--- src/rtl/register_file.sv ---
// register_file: DEPTH x WIDTH general-purpose register bank.
// It has one write/modify port (LOAD/INC/DEC/CLR), two combinational read
// ports, and registered carry/zero flags that describe the last executed
// operation.
// Optional build macro REGFILE_BYPASS_EN: when it is defined, a read port
// that addresses the entry being written this cycle returns the new result
// in the same cycle.
module register_file #(
  parameter  int WIDTH  = 8,
  parameter  int DEPTH  = 4,
  localparam int ADDR_W = $clog2(DEPTH)
) (
  input  logic              CLK,
  input  logic              RST,
  input  logic              WEN,
  input  logic [1:0]        op,
  input  logic [ADDR_W-1:0] waddr,
  input  logic [WIDTH-1:0]  wdat,
  input  logic [ADDR_W-1:0] raddr_a,
  output logic [WIDTH-1:0]  rdat_a,
  input  logic [ADDR_W-1:0] raddr_b,
  output logic [WIDTH-1:0]  rdat_b,
  output logic              carry,
  output logic              zero
);

  typedef enum logic [1:0] {
    OP_LOAD = 2'b00,
    OP_INC  = 2'b01,
    OP_DEC  = 2'b10,
    OP_CLR  = 2'b11
  } op_e;

  logic [WIDTH-1:0] mem [DEPTH];

  logic             wr_exec;   // the operation really executes this cycle
  logic [WIDTH-1:0] cur_val;   // current contents of the target entry
  logic [WIDTH-1:0] res_val;   // operation result
  logic             res_carry; // carry/borrow produced by the operation
  logic             res_zero;

  // Select the target entry. An out-of-range waddr matches no entry, so the
  // write is suppressed. This case only occurs for non-power-of-two DEPTH.
  always_comb begin
    wr_exec = 1'b0;
    cur_val = '0;
    for (int i = 0; i < DEPTH; i++) begin
      if (waddr == ADDR_W'(i)) begin
        wr_exec = WEN;
        cur_val = mem[i];
      end
    end
  end

  // Compute the operation result and its flags, modulo 2^WIDTH.
  always_comb begin
    res_val   = '0;
    res_carry = 1'b0;
    case (op_e'(op))
      OP_LOAD: res_val = wdat;
      OP_INC: begin
        res_val   = cur_val + 1'b1;
        res_carry = (cur_val == '1);
      end
      OP_DEC: begin
        res_val   = cur_val - 1'b1;
        res_carry = (cur_val == '0);
      end
      OP_CLR:  res_val = '0;
      default: res_val = '0;
    endcase
    res_zero = (res_val == '0);
  end

  // Update the storage array and the flags. Reset takes priority over any
  // operation presented in the same cycle.
  always_ff @(posedge CLK) begin
    if (RST) begin
      for (int i = 0; i < DEPTH; i++) mem[i] <= '0;
      carry <= 1'b0;
      zero  <= 1'b0;
    end else if (wr_exec) begin
      for (int i = 0; i < DEPTH; i++) begin
        if (waddr == ADDR_W'(i)) mem[i] <= res_val;
      end
      carry <= res_carry;
      zero  <= res_zero;
    end
  end

  // Read port A. An out-of-range address returns 0.
  always_comb begin
    rdat_a = '0;
    for (int i = 0; i < DEPTH; i++) begin
      if (raddr_a == ADDR_W'(i)) rdat_a = mem[i];
    end
`ifdef REGFILE_BYPASS_EN
    if (wr_exec && (raddr_a == waddr)) rdat_a = res_val;
`endif
  end

  // Read port B. An out-of-range address returns 0.
  always_comb begin
    rdat_b = '0;
    for (int i = 0; i < DEPTH; i++) begin
      if (raddr_b == ADDR_W'(i)) rdat_b = mem[i];
    end
`ifdef REGFILE_BYPASS_EN
    if (wr_exec && (raddr_b == waddr)) rdat_b = res_val;
`endif
  end

endmodule

--- config.mk ---
export PLATFORM = sky130hd
export DESIGN_NAME = register_file
export DESIGN_NICKNAME = d
export VERILOG_FILES = /design/src/rtl/register_file.sv
export SDC_FILE = /design/constraint.sdc
export NUM_CORES = 1
export LEC_CHECK = 0
export CORE_MARGIN = 4
export CORE_UTILIZATION = 35
export CTS_CLUSTER_DIAMETER = 40
export CTS_CLUSTER_SIZE = 25
export DETAILED_ROUTE_END_ITERATION = 7
export GPL_TIMING_DRIVEN = 0
export HOLD_SLACK_MARGIN = 0.15
export SETUP_SLACK_MARGIN = 0.05
export SYNTH_ARGS = -nofsm -noshare
export SYNTH_HDL_FRONTEND = slang
export SYNTH_SLANG_ARGS = --single-unit
--- constraint.sdc ---
create_clock -name CLK -period 6.45 [get_ports CLK]
set_input_delay 0.9675 -clock CLK [delete_from_list [all_inputs] [get_ports CLK]]
set_output_delay 0.9675 -clock CLK [all_outputs]
set_load 0.01 [all_outputs]
==> results of run 1 <==
## final timing paths
check / slack [ns] / depth (start not counted) / endpoint / from
min: 0.48 / 2 / carry$_SDFFE_PP0P_ / carry$_SDFFE_PP0P_
max: 2.63 / 10 / zero$_SDFFE_PP0P_ / waddr[1]
max reg2reg: 3.37 / 9 / zero$_SDFFE_PP0P_ / mem[3][0]$_SDFFCE_PN0P_
min reg2reg: 0.48 / 2 / carry$_SDFFE_PP0P_ / carry$_SDFFE_PP0P_
## routing by layer
layer / share of wire [%] / GRT usage, %
met5: 0 / 0
met3: 5.0 / 2.58
met2: 52 / 26.2
met1: 41 / 19.8
met4: 1.7 / 5.36
## cell families (layout without fill, tap and decap cells)
family,Yosys count,in the layout
adder cells (fa/ha/maj),11,11
XOR/XNOR,5,5
multiplexers,28,28
AO/OA/AOI/OAI,30,30
AND/OR/NAND/NOR,65,65
flip-flops,34,34
buffers and inverters,13,50
## worst min-delay path: stages, from the launching register on
cell and delay [ns]:
dfxtp_1 0.32, nand2b_1 0.06, a21oi_1 0.05
## cell usage after synthesis, types with 3 or more instances
master    instances
nor2_1           36
edfxtp_1         32
mux4_2           23
ha_1             10
nand2_1           8
a21oi_1           7
a21o_1            5
clkbuf_1          5
nand3_1           5
nor2b_1           5
xnor2_1           4
a22oi_1           3
mux2i_1           3
## stage by stage
step	hold slack (ns)	power, mW
2_1_floorplan	0.483	0.370
3_3_place_gp	0.459	0.428
3_5_place_dp	0.466	0.429
4_1_cts	0.479	0.578
5_1_grt	0.504	0.602
6_report	0.476	0.575
## power breakdown
part / internal, mW / switching (mW) / leakage (nW)
combinational: 0.0779 / 0.0840 / 0.618
sequential: 0.254 / 0.00833 / 0.352
clock: 0.0741 / 0.0767 / 0.0426
## state kept, by name, indices dropped and copies added (netlist names)
register and flops:
carry 1, mem 32, zero 1
## final cells by class
type	count	area [µm²]	share of cell area [%]
Multi-Input combinational cell	139	1310	46.1
Sequential cell	34	1000	35.1
Timing Repair Buffer	29	290	10.2
Tap cell	77	96.3	3.38
Clock buffer	6	72.6	2.55
Buffer	11	58.8	2.07
Clock inverter	2	8.76	0.308
Inverter	2	7.51	0.264
==> metrics.md, run 1 <==
| Metric | Value |
|---|---|
| Clock buffer count from CTS | `5` |
| Total GRT Usage | `15.4%` |
| Initial Util | `36.8%` |
| Core Util, Final | `44.1%` |
| Flop and latch count out of synthesis | `34` |
| Asr flop ratio synth | `0%` |
| Worst Skew | `0.00480 ns` |
| Outcome | `completed` |
| Seq/Total Area, Yosys | `42.1%` |
| RSZ-0062 raised after global routing | `false` |
| Prevailing post-synth register cell | `edfxtp_1` |
| Die Ht | `90.5 µm` |
| Max-slew headroom | `50.0%` |
| Dominant cell type by area after synthesis | `edfxtp_1` |
| Critical path type | `primary input to flop` |
| Post-synthesis compound-gate area fraction | `10.3%` |
| GPL Wtd Cong | `0.850` |
| Placed Area | `2770 µm²` |
| Largest net degree at the start of global routing | `11` |
| Initial DRC Count | `130` |
| Pwr Density | `202 nW/µm²` |
| Clk root buf | `clkbuf_8` |
| Max frequency | `0.262 GHz` |
| Worst skew pair latency | `0.29 ns` |
| Final cell count without fillers | `300` |
| Fin. Hold Viols | `0` |
| Num ports | `37` |
| Main combinational cell family by area after synthesis | `multiplexers` |
| Clk slew on worst S/H paths | `0.06 ns` |
| Ranking of synthesized cells by area | `edfxtp_1 (40%), mux4_2 (22%), nor2_1 (5.7%)` |
| Worst path bufs/invs | `2` |
| Req. time, crit path | `6.68 ns` |
| Layout Area Growth over Synthesis | `19.7%` |
| Routed Wire Length | `6140 µm` |
| Max IR drop VDD | `0.118 mV` |
| Multiplexer area fraction after synthesis | `24.2%` |
| Adder-cell share of the synthesized area | `6.10%` |
| Dpl ws | `2.41 ns` |
| Initial antenna violation count | `0` |
| Most frequent cells in the layout | `nor2_1 (36), edfxtp_1 (32), clkdlybuf4s50_1 (29)` |
| Peak fanout along the critical path | `10` |
| Number of synthesized flops with an enable pin | `32` |
| Slowest cell on crit path | `a22oi_1` |
| Hpwl dp | `4630 µm` |
| Cell area after synthesis | `2380 µm²` |
| Final setup margin | `2.63 ns` |
| Synth Warn # | `0` |
| Crit path max-delay family | `compound AO/OA/AOI/OAI gates` |
| Wire per inst | `20.5 µm` |
| Max-slew violations | `0` |
| Simple-gate share of the synthesized area | `12.8%` |
| Most common cell after layout, fill and taps aside | `nor2_1` |
| Tcrit/Tclk final | `59.2%` |
| H-tree depth | `2` |
| Clock sinks | `34` |
| Synth unique cells | `44` |
| I/O Buffers | `29` |
| First-pass GRT wire length | `9720 µm` |
| Syn nets | `216` |
| CP Cell Sequence | `clkbuf_1, buf_2, mux4_2, fa_1, a21o_1, a221oi_2, xnor2_1, a22oi_1, and4_1, a32o_1` |
| Setup Buffers After CTS | `0` |
| ANT nets after route | `0` |
| Tightest Hold Check Type | `flop to flop` |
| Ant. Diodes | `0` |
| Fillers | `617` |
| Post-route setup TNS | `0 ns` |
| Remaining Overflow, GRT | `0` |
| Total number of vias | `1742` |
| Max-Cap Viols | `0` |
| Finished Cell Area | `2850 µm²` |
| Syn_area_per_cell | `12.8 µm²` |
| Cells after synthesis | `186` |
| Number of global-route vias before repair | `1827` |
| # setup viols final | `0` |
| CP Launch Type | `primary input` |
| Core area | `6460 µm²` |
| CTS tree | `yes` |
| P_leak | `1.01 nW` |
| Vias/cell | `5.81` |
| Die area | `8180 µm²` |
| Residual DRC count | `0` |
| Tmin final | `3.82 ns` |
| Xor/xnor share of the synthesized area | `1.84%` |
| Inst Count DP | `292` |
| Die width | `90.5 µm` |
| CP Data Arrival Time | `4.05 ns` |
| CP max stage delay | `0.54 ns` |
| PostCTS Resize Cnt | `0` |
| Initial DRT Pass Iterations | `4` |
| Share of cells above drive strength 1 | `18.8%` |
| FP Rows | `29` |
| Worst-Margin Slew | `0.750 ns` |
| Crit. End Element | `flop` |
| Post-synth top area share | `40.4%` |
| Clock Tree Buf Depth | `2` |
| Nets | `252` |
| Post-CTS Hold Buffers | `0` |
Note: power is estimated with default switching activity, not from simulation.
==> inputs of run 2 (changes only) <==
==> constraint.sdc (replaced) <==
create_clock -name CLK -period 3.8 [get_ports CLK]
set_input_delay 0.57 -clock CLK [delete_from_list [all_inputs] [get_ports CLK]]
set_output_delay 0.57 -clock CLK [all_outputs]
set_load 0.01 [all_outputs]
==> results of run 2 <==
The final DEF is identical to that of run 1. Status: completed.
Main changes from that run: setup slack after placement 2.41 ns -> 0.157 ns; setup slack after layout 2.63 ns -> 0.377 ns; register-to-register setup slack 3.37 ns -> 0.72 ns; total power 0.575 mW -> 0.976 mW; worst IR drop on VDD 0.118 mV -> 0.200 mV
==> inputs of run 3 (changes only) <==
--- a/config.mk
+++ b/config.mk
@@ -10,7 +10,7 @@
 export CTS_CLUSTER_DIAMETER = 40
 export CTS_CLUSTER_SIZE = 25
 export DETAILED_ROUTE_END_ITERATION = 7
-export GPL_TIMING_DRIVEN = 0
+export GPL_TIMING_DRIVEN = 1
 export HOLD_SLACK_MARGIN = 0.15
 export SETUP_SLACK_MARGIN = 0.05
 export SYNTH_ARGS = -nofsm -noshare
==> run 3 against run 2 <==
  * Non-clock buffer count is 5 higher
  * Via count decreased by 0.69%
  * Utilization is 1.4 points higher
  * First-iteration DRC count down 13%
  * Setup slack gained 0.033 ns
  * Critical endpoint is now mem[0][5]$_SDFFCE_PN0P_
  * Sequential share of layout area shrank 1.1 points
  * Wire length rose by 0.26%
  * Critical path depth down 1
  * Die area is the same
  * Sequential cell count is the same
  * Critical path type unchanged
  * Clock skew grew 0.0032 ns
  * Sequential power barely moved
==> metrics.md, run 3 (synthesized netlist as in run 1, its figures left out) <==
| Metric | Value |
|---|---|
| Vias/cell | `5.67 (-2.3%)` |
| P_int | `709 µW` |
| Setup Buffers After CTS | `0 (unchanged)` |
| Clock Tree Buf Depth | `2 (unchanged)` |
| Max frequency | `0.295 GHz` |
| PostCTS Resize Cnt | `0 (unchanged)` |
| CP max stage delay | `0.57 ns (+0.03 ns)` |
| Design Power | `989 µW` |
| Clock buffer count from CTS | `5 (unchanged)` |
| Number of global-route vias before repair | `1815 (-0.66%)` |
| Critical path type | `primary input to flop` |
| Wire per inst | `20.2 µm (-1.4%)` |
| Crit path max-delay family | `compound AO/OA/AOI/OAI gates` |
| Total GRT Usage | `15.6% (+0.20 points)` |
| Layout Area Growth over Synthesis | `23.4%` |
| Register area | `1000 µm² (unchanged)` |
| Clock share of power | `25.5% (-0.7 points)` |
| Largest net degree at the start of global routing | `15 (+4)` |
| Routed Wire Length | `6150 µm (+0.26%)` |
| Initial Util | `36.8% (unchanged)` |
| Power share of the combinational group | `29.4% (+1.2 points)` |
| Remaining Overflow, GRT | `0 (unchanged)` |
| Worst skew pair latency | `0.28 ns (about the same)` |
| Total number of vias | `1730 (-0.69%)` |
| Outcome | `completed` |
| Tightest Hold Check Type | `flop to flop` |
| Hpwl dp | `4680 µm (+0.99%)` |
| Initial antenna violation count | `0 (unchanged)` |
| Sequential Power Share | `45.1% (-0.5 points)` |
| I/O Buffers | `36 (+24%)` |
| Slowest cell on crit path | `mux4_2` |
| Clk slew on worst S/H paths | `0.06 ns (about the same)` |
| Peak fanout along the critical path | `14 (+4)` |
| GPL Wtd Cong | `0.843 (-0.84%)` |
| Req. time, crit path | `3.81 ns` |
| Fin. Hold Viols | `0 (unchanged)` |
| Initial DRT Pass Iterations | `4 (unchanged)` |
| Nets | `257 (+2.0%)` |
| Max-Cap Viols | `0 (unchanged)` |
| Max-slew headroom | `52.5% (+2.5 points)` |
| Die area | `8180 µm² (unchanged)` |
| Tcrit/Tclk final | `89.2%` |
| CTS tree | `yes` |
| Share of cells above drive strength 1 | `20.2% (+1.3 points)` |
| P_leak | `1.06 nW (+4.2%)` |
| Pwr Density | `337 nW/µm²` |
| Most flop-heavy register | `mem` |
| Post-route setup TNS | `0 ns (unchanged)` |
| Biggest regs | `mem x32, carry x1, zero x1` |
| Worst Skew | `0.00797 ns (+0.00317 ns)` |
| Fillers | `605 (-1.9%)` |
| Most frequent cells in the layout | `nor2_1 (36), clkdlybuf4s50_1 (36), edfxtp_1 (32)` |
| Residual DRC count | `0 (unchanged)` |
| Core area | `6460 µm² (unchanged)` |
| Ant. Diodes | `0 (unchanged)` |
| Post-CTS Hold Buffers | `0 (unchanged)` |
| Num ports | `37 (unchanged)` |
| Tmin final | `3.39 ns` |
| Largest register FFs | `32 (unchanged)` |
| First-pass GRT wire length | `9740 µm (+0.21%)` |
| Max IR drop VDD | `0.180 mV` |
| Max-slew violations | `0 (unchanged)` |
| CP Data Arrival Time | `3.40 ns` |
| Switching pwr | `280 µW` |
| RSZ-0062 raised after global routing | `false` |
| Initial DRC Count | `113 (-13%)` |
| Clock sinks | `34 (unchanged)` |
| Crit. End Element | `flop` |
| Switching share of power | `28.3%` |
| # setup viols final | `0 (unchanged)` |
| Worst path bufs/invs | `2 (unchanged)` |
| CP Launch Type | `primary input` |
| ANT nets after route | `0 (unchanged)` |
| Multi-input logic area | `1310 µm² (unchanged)` |
| CP Cell Sequence | `clkdlybuf4s50_1, buf_12, mux4_2, ha_1, nand2_1, o31ai_2, mux2i_1, a221oi_2, nor2_1` |
| Worst-Margin Slew | `0.711 ns (-0.0393 ns)` |
| Die width | `90.5 µm (unchanged)` |
| FP Rows | `29 (unchanged)` |
| Die Ht | `90.5 µm (unchanged)` |
| H-tree depth | `2 (unchanged)` |
| Clk root buf | `clkbuf_8` |
## run 3: cell count changes in the layout (fill, tap and decap cells not counted), moves of 2 or more
cell and change:
buf_1 -2, clkbuf_1 -3, buf_6 -2, clkdlybuf4s50_1 +7, buf_4 +8
## run 3: area by class of cell
class | count | share of cell area [%]
Sequential cell | 34 | 34.1
Inverter | 2 | 0.256
Timing Repair Buffer | 45 | 15.0
Multi-Input combinational cell | 139 | 44.7
Clock buffer | 8 | 2.73
Tap cell | 77 | 3.28
## run 3: worst register-to-register path: stages, from the launching register on
cell,delay (ns)
edfxtp_1,0.42
mux4_2,0.55
ha_1,0.40
nand2_1,0.08
o31ai_2,0.36
mux2i_1,0.16
a221oi_2,0.48
nor2_1,0.11
## run 3: metal layers
layer	part of all wire [%]	track usage, %	routed length (µm)
met5	0	0	0
met2	51	26.8	3140
met4	1.4	4.59	84
met3	5.3	3.17	328
met1	42	19.8	2600
## run 3: power groups by stage
stage	sequential [mW]	clock, mW	combinational (mW)
after global routing	0.448	0.268	0.315
final	0.446	0.252	0.291
after global placement	0.453	0	0.292
after floorplan	0.447	0	0.181
after detailed placement	0.454	0	0.291
after CTS	0.446	0.258	0.293
## run 3: path summary, 6_finish.rpt
| check | from | to | slack [ns] | depth (start not counted) |
|---|---|---|---|---|
| setup reg to reg | mem[3][2]$_SDFFCE_PN0P_ | mem[0][5]$_SDFFCE_PN0P_ | 0.97 | 7 |
| hold reg to reg | carry$_SDFFE_PP0P_ | carry$_SDFFE_PP0P_ | 0.47 | 2 |
| setup / recovery | waddr[0] | mem[0][5]$_SDFFCE_PN0P_ | 0.41 | 9 |
| hold / removal | carry$_SDFFE_PP0P_ | carry$_SDFFE_PP0P_ | 0.47 | 2 |
## run 3: stage by stage
stage	hold slack, ns	instance area [µm²]	setup WS [ns]	utilization (%)	cells
6_report	0.472	2940	0.410	45.5	305
5_1_grt	0.512	2940	0.164	45.5	305
4_1_cts	0.478	2940	0.383	45.5	305
3_5_place_dp	0.459	2860	0.0935	44.2	297
3_3_place_gp	0.460	2860	0.109	44.2	297
2_1_floorplan	0.483	2380	0.754	-	186
